**src/rtl/mem_arb_pkg.sv**
```systemverilog
// mem_arb_pkg: shared state/port encodings and default sizes for the memory arbiter.
package mem_arb_pkg;
  typedef enum logic {ARB, LOCKED} state_e;
  typedef enum logic [1:0] {PORT_D, PORT_I, PORT_X} port_e;
  localparam int AW_DEF = 10;
  localparam int DW_DEF = 32;
  localparam int STARVE_MAX_DEF = 4;
endpackage

```
**src/rtl/arb_starve_counter.sv**
```systemverilog
// arb_starve_counter: saturating count of consecutive cycles the loader port was refused.
module arb_starve_counter #(
  parameter int MAX = 4
) (
  input  logic clock,
  input  logic reset,
  input  logic inc_i,
  output logic sat_o
);
  localparam int W = $clog2(MAX + 1);
  logic [W-1:0] cnt_q, cnt_d;
  assign sat_o = cnt_q == W'(MAX);
  // Any cycle without a refused request restarts the count.
  assign cnt_d = !inc_i ? '0 : sat_o ? cnt_q : cnt_q + 1'b1;
  always_ff @(posedge clock)
    cnt_q <= reset ? '0 : cnt_d;
endmodule

```
**src/rtl/mem_arbiter.sv**
```systemverilog
// mem_arbiter: three-port (data, fetch, loader) arbiter onto one synchronous single-port RAM,
// with loader starvation override and a loader burst lock.
module mem_arbiter
  import mem_arb_pkg::*;
#(
  parameter int AW = AW_DEF,
  parameter int DW = DW_DEF,
  parameter int STARVE_MAX = STARVE_MAX_DEF
) (
  input  logic          clock,
  input  logic          reset,
  input  logic          d_req,
  input  logic          d_we,
  input  logic [AW-1:0] d_addr,
  input  logic [DW-1:0] d_wdata,
  output logic          d_gnt,
  input  logic          i_req,
  input  logic [AW-1:0] i_addr,
  output logic          i_gnt,
  input  logic          x_req,
  input  logic          x_we,
  input  logic [AW-1:0] x_addr,
  input  logic [DW-1:0] x_wdata,
  input  logic          x_lock,
  output logic          x_gnt,
  output logic          d_rvalid,
  output logic          i_rvalid,
  output logic          x_rvalid,
  output logic [DW-1:0] rdata,
  output logic          m_en,
  output logic          m_we,
  output logic [AW-1:0] m_addr,
  output logic [DW-1:0] m_wdata,
  input  logic [DW-1:0] m_rdata,
  output logic          cpu_stall
);
  state_e state_q, state_d;
  port_e  pend_port_q, pend_port_d;
  logic   pend_vld_q, pend_vld_d;
  logic   locked, sat;
  assign locked = state_q == LOCKED;
  // Loader wins when locked, starved, or uncontested; grants are suppressed while in reset.
  assign x_gnt = !reset && x_req && (locked || sat || !(d_req || i_req));
  assign d_gnt = !reset && !locked && d_req && !x_gnt;
  assign i_gnt = !reset && !locked && i_req && !d_req && !x_gnt;
  assign m_en    = d_gnt || i_gnt || x_gnt;
  assign m_we    = d_gnt ? d_we : x_gnt ? x_we : 1'b0;
  assign m_addr  = d_gnt ? d_addr : i_gnt ? i_addr : x_addr;
  assign m_wdata = d_gnt ? d_wdata : x_wdata;
  assign cpu_stall = !reset && ((d_req && !d_gnt) || (i_req && !i_gnt));
  assign d_rvalid = !reset && pend_vld_q && pend_port_q == PORT_D;
  assign i_rvalid = !reset && pend_vld_q && pend_port_q == PORT_I;
  assign x_rvalid = !reset && pend_vld_q && pend_port_q == PORT_X;
  assign rdata = (d_rvalid || i_rvalid || x_rvalid) ? m_rdata : '0;
  always_comb begin
    state_d = locked ? (x_lock ? LOCKED : ARB) : ((x_gnt && x_lock) ? LOCKED : ARB);
    pend_vld_d = m_en && !m_we;
    pend_port_d = d_gnt ? PORT_D : i_gnt ? PORT_I : PORT_X;
  end
  always_ff @(posedge clock) begin
    if (reset) begin
      state_q <= ARB;
      pend_vld_q <= 1'b0;
      pend_port_q <= PORT_D;
    end else begin
      state_q <= state_d;
      pend_vld_q <= pend_vld_d;
      pend_port_q <= pend_port_d;
    end
  end
  arb_starve_counter #(.MAX(STARVE_MAX)) u_starve (
    .clock(clock),
    .reset(reset),
    .inc_i(x_req && !x_gnt),
    .sat_o(sat)
  );
endmodule

```
**config.mk**
```make
export PLATFORM = sky130hd
export DESIGN_NAME = mem_arbiter
export DESIGN_NICKNAME = d
export VERILOG_FILES = /design/src/rtl/mem_arb_pkg.sv /design/src/rtl/arb_starve_counter.sv /design/src/rtl/mem_arbiter.sv
export SDC_FILE = /design/constraint.sdc
export NUM_CORES = 1
export LEC_CHECK = 0
export ABC_CLOCK_PERIOD_IN_PS = 2200
export CORE_AREA = 2 2 83 85
export DETAILED_ROUTE_END_ITERATION = 16
export DIE_AREA = 0 0 85 87
export GPL_TIMING_DRIVEN = 0
export PLACE_DENSITY = 0.79
export RECOVER_POWER = 25
export SETUP_SLACK_MARGIN = 0.05
export SYNTH_ARGS = -nofsm -noshare
export SYNTH_HDL_FRONTEND = slang
export SYNTH_SLANG_ARGS = --single-unit
```
**constraint.sdc**
```tcl
create_clock -name clock -period 2.2 [get_ports clock]
set_input_delay 0.33 -clock clock [delete_from_list [all_inputs] [get_ports clock]]
set_output_delay 0.33 -clock clock [all_outputs]
set_load 0.1 [all_outputs]
```
==> out/results.ini <==
[worst_setup_path]
r2r_slack_ns=0.57
cp-startpoint=u_starve.cnt_q[0]$_SDFFE_PP0N_
max_stage_delay_ns=0.33
cp_cell_sequence=inv_2, ha_4, a311oi_4, nand2_4, buf_6, mux2_4, buf_6
timing.critical_path.depth=7
end_kind=output port
path_common_cell=buf_6
slowest_stage=dfxtp_2
start_kind=flip-flop
worst_r2r_path_depth=8
worst_r2r_startpoint=u_starve.cnt_q[0]$_SDFFE_PP0N_
critPathBufInv=3
cp_top_family=buffers and inverters
regToRegEndpoint=pend_vld_q$_SDFF_PP0_
cp_max_fo=10
critPathRequiredTime_ns=1.87
cp.arrival_ns=1.96
critPathCapture=m_wdata[10]
path_class=reg -> out

[clock_tree]
cts_buffers=3
htreeDepth=1
cts_hold_buffers=0
path_clk_slew_ns=0.04
cts_max_path_buffers=2
cts.sinks=7
cts-root-buf=clkbuf_8
cts_tree=built
clkLatencyLatePin_ns=0.22

[timing]
max_freq_mhz=437.2
tns_ns=-2.735
worst_pin_slew_ns=0.5555
max_slew_margin_pct=63.14
fin_worst_skew_ns=0.003968
hold_viol_final=0
post-route-period-util_pct=104.0
slew_violations=0
fin_ws_ns=-0.08734
hold_slack_ns=0.5509
setup_viol=41
layout_min_cycle_time_ns=2.287
rsz0062_at_grt=true

[yosys]
ys_types=29
synth_area_leaders=mux2_4 33%, and2_1 16%, dfxtp_1 10%
ys.warnings.count=0
synth.avg_cell_area_sq_um=9.431
synth.top_cells.by_count=35 x and2_1, 30 x mux2_4, 10 x a221o_1, 10 x a32o_1, 7 x dfxtp_1
synth_top_cell_area_share_pct=32.94
seq_area_frac_synth_pct=10.25
netlist_area_sq_um=1368
synth_edf_count=0
syn-num-nets=281
synth.most_common_cell=and2_1
async_flop_share_pct=0
yosysTopAreaCell=mux2_4
synth_ff_type=dfxtp_1
ys_ff_latch=7
synthCells=145

[job]
drv_cap=0

[status]
violations=negative setup slack
status=finished with violations

[die]
fp.dieH_um=87
rows=30
io_pins=217
start_util_pct=20.82
die_area_sq_um=7395
core_sq_um=6569
die_w_um=85

[grt]
grt_overflow=0
grtUsageTotal_pct=18.69
grt_pass1_vias=2082
grt_max_degree=11
grt_pass1_wl_um=11080
grt_antenna_before_repair=0

[power]
vdd_ir_drop_max_v=0.0004355
cellLeakagePower_nw=1.942
powerDensity_nw_per_um2=450.5
switchingPower_mw=1.025
power_frac_seq_pct=7.1
p_int_uw=921.7
switching_share_pct=52.65
pwr-share-clk_pct=9.1
combPwrFrac_pct=83.8

[drt]
drt-pass1-iter-count=4
ant_nets=0
vias=2080
wl_per_cell_um=16.89
vias_per_cell=4.551
finalWirelength_um=7720
drc=0
drt_iter0_markers=28

[placed_design]
numPortBuffers=216
dp_slack_ns=-1.299
place_inst=441
dp.final_hpwl_um=6131
gp_congestion=0.7587

[final_layout]
fillers=509
n_antenna_cell=0
nets=514
fin_util_pct=65.77
area_growth_pct=215.9
multi_input_area_sq_um=1299
regArea_sq_um=142.6
drive_gt1_share_pct=44.83
layout.cells.non_filler=457

[min_path]
hp-class=in -> reg

[worst min-delay path by stage]
stage | startpoint | cells after the start | slack (ns) | to
after global placement | u_starve.cnt_q[0]$_SDFFE_PP0N_ | 2 | 0.52 | u_starve.cnt_q[0]$_SDFFE_PP0N_
after global routing | d_req | 3 | 0.58 | pend_vld_q$_SDFF_PP0_
final | d_req | 3 | 0.55 | pend_vld_q$_SDFF_PP0_
after CTS | x_req | 3 | 0.59 | u_starve.cnt_q[2]$_SDFFE_PP0N_
after detailed placement | u_starve.cnt_q[0]$_SDFFE_PP0N_ | 2 | 0.54 | u_starve.cnt_q[0]$_SDFFE_PP0N_
after floorplan | x_req | 2 | 0.45 | u_starve.cnt_q[2]$_SDFFE_PP0N_
[registers in the layout, indices dropped and copies added (netlist names)]
| signal | cells |
|---|---|
| locked | 1 |
| pend_port_q | 2 |
| u_starve.cnt_q | 3 |
| pend_vld_q | 1 |
[per-layer routing]
metal  track usage (%)  part of all wire, %  vias up
met5                 0                    0        -
met2             36.01                   54      102
met3             3.602                  6.4       12
li1                  -                    -     1007
met1             21.12                   37      959
met4             4.185                  1.7        0
[power groups by stage]
stage / clock network [mW] / logic, mW / registers (mW)
final: 0.177 / 1.63 / 0.139
after global routing: 0.189 / 1.68 / 0.140
after CTS: 0.180 / 1.55 / 0.138
after detailed placement: 0 / 1.43 / 0.140
after global placement: 0 / 1.43 / 0.139
after floorplan: 0 / 0.978 / 0.138
[tightest hold or removal path, cell delays in order]
cell and delay [ns]:
clkbuf_2 0.17, nand3_4 0.11, o211a_1 0.14
[cell families (layout without fill, tap and decap cells)]
kind of cell             Yosys count  count (layout)  synth area share (%)
AO/OA/AOI/OAI                     31              31                 22.05
flip-flops                         7               7                 10.25
multiplexers                      33              33                 35.32
adder cells (fa/ha/maj)            2               2                 1.830
AND/OR/NAND/NOR                   56              56                 24.34
buffers and inverters             16             248                 6.221
[repair_timing]
item,4_1_cts,5_1_grt
gates cloned,2,0
setup buffers,6,5
pin swaps,13,5
resized for setup,581,84
setup endpoints to repair,83,80
[final cells by class]
class | instances | area share (%)
multi-input cells | 122 | 30.06
repair buffers | 228 | 59.83
plain buffers | 11 | 2.954
flip-flops and latches | 7 | 3.301
inverters | 5 | 0.4923
clock buffers | 4 | 1.043
well taps | 80 | 2.317
[through the flow]
| step | power [mW] | area, sq um |
|---|---|---|
| floorplan | 1.117 | 1493 |
| global placement | 1.565 | 3755 |
| global route | 2.004 | 4320 |
| CTS | 1.865 | 4043 |
| finish | 1.946 | 4320 |
| detailed placement | 1.572 | 3755 |
[layout by cell type (no fill, tap or decap), types with 3 or more instances in the layout]
cell type,synthesis,final
and2_1,35,33
buf_6,3,39
nand2_1,5,5
dfxtp_1,7,5
clkdlybuf4s50_1,0,129
buf_12,0,27
buf_2,2,5
a221o_4,0,9
nor2_1,3,3
buf_4,0,15
mux2_4,30,30
a32o_1,10,7
dlygate4sd2_1,0,3
clkbuf_8,0,4
a32o_2,0,3
buf_8,0,12
Note: power is estimated with default switching activity, not from simulation.
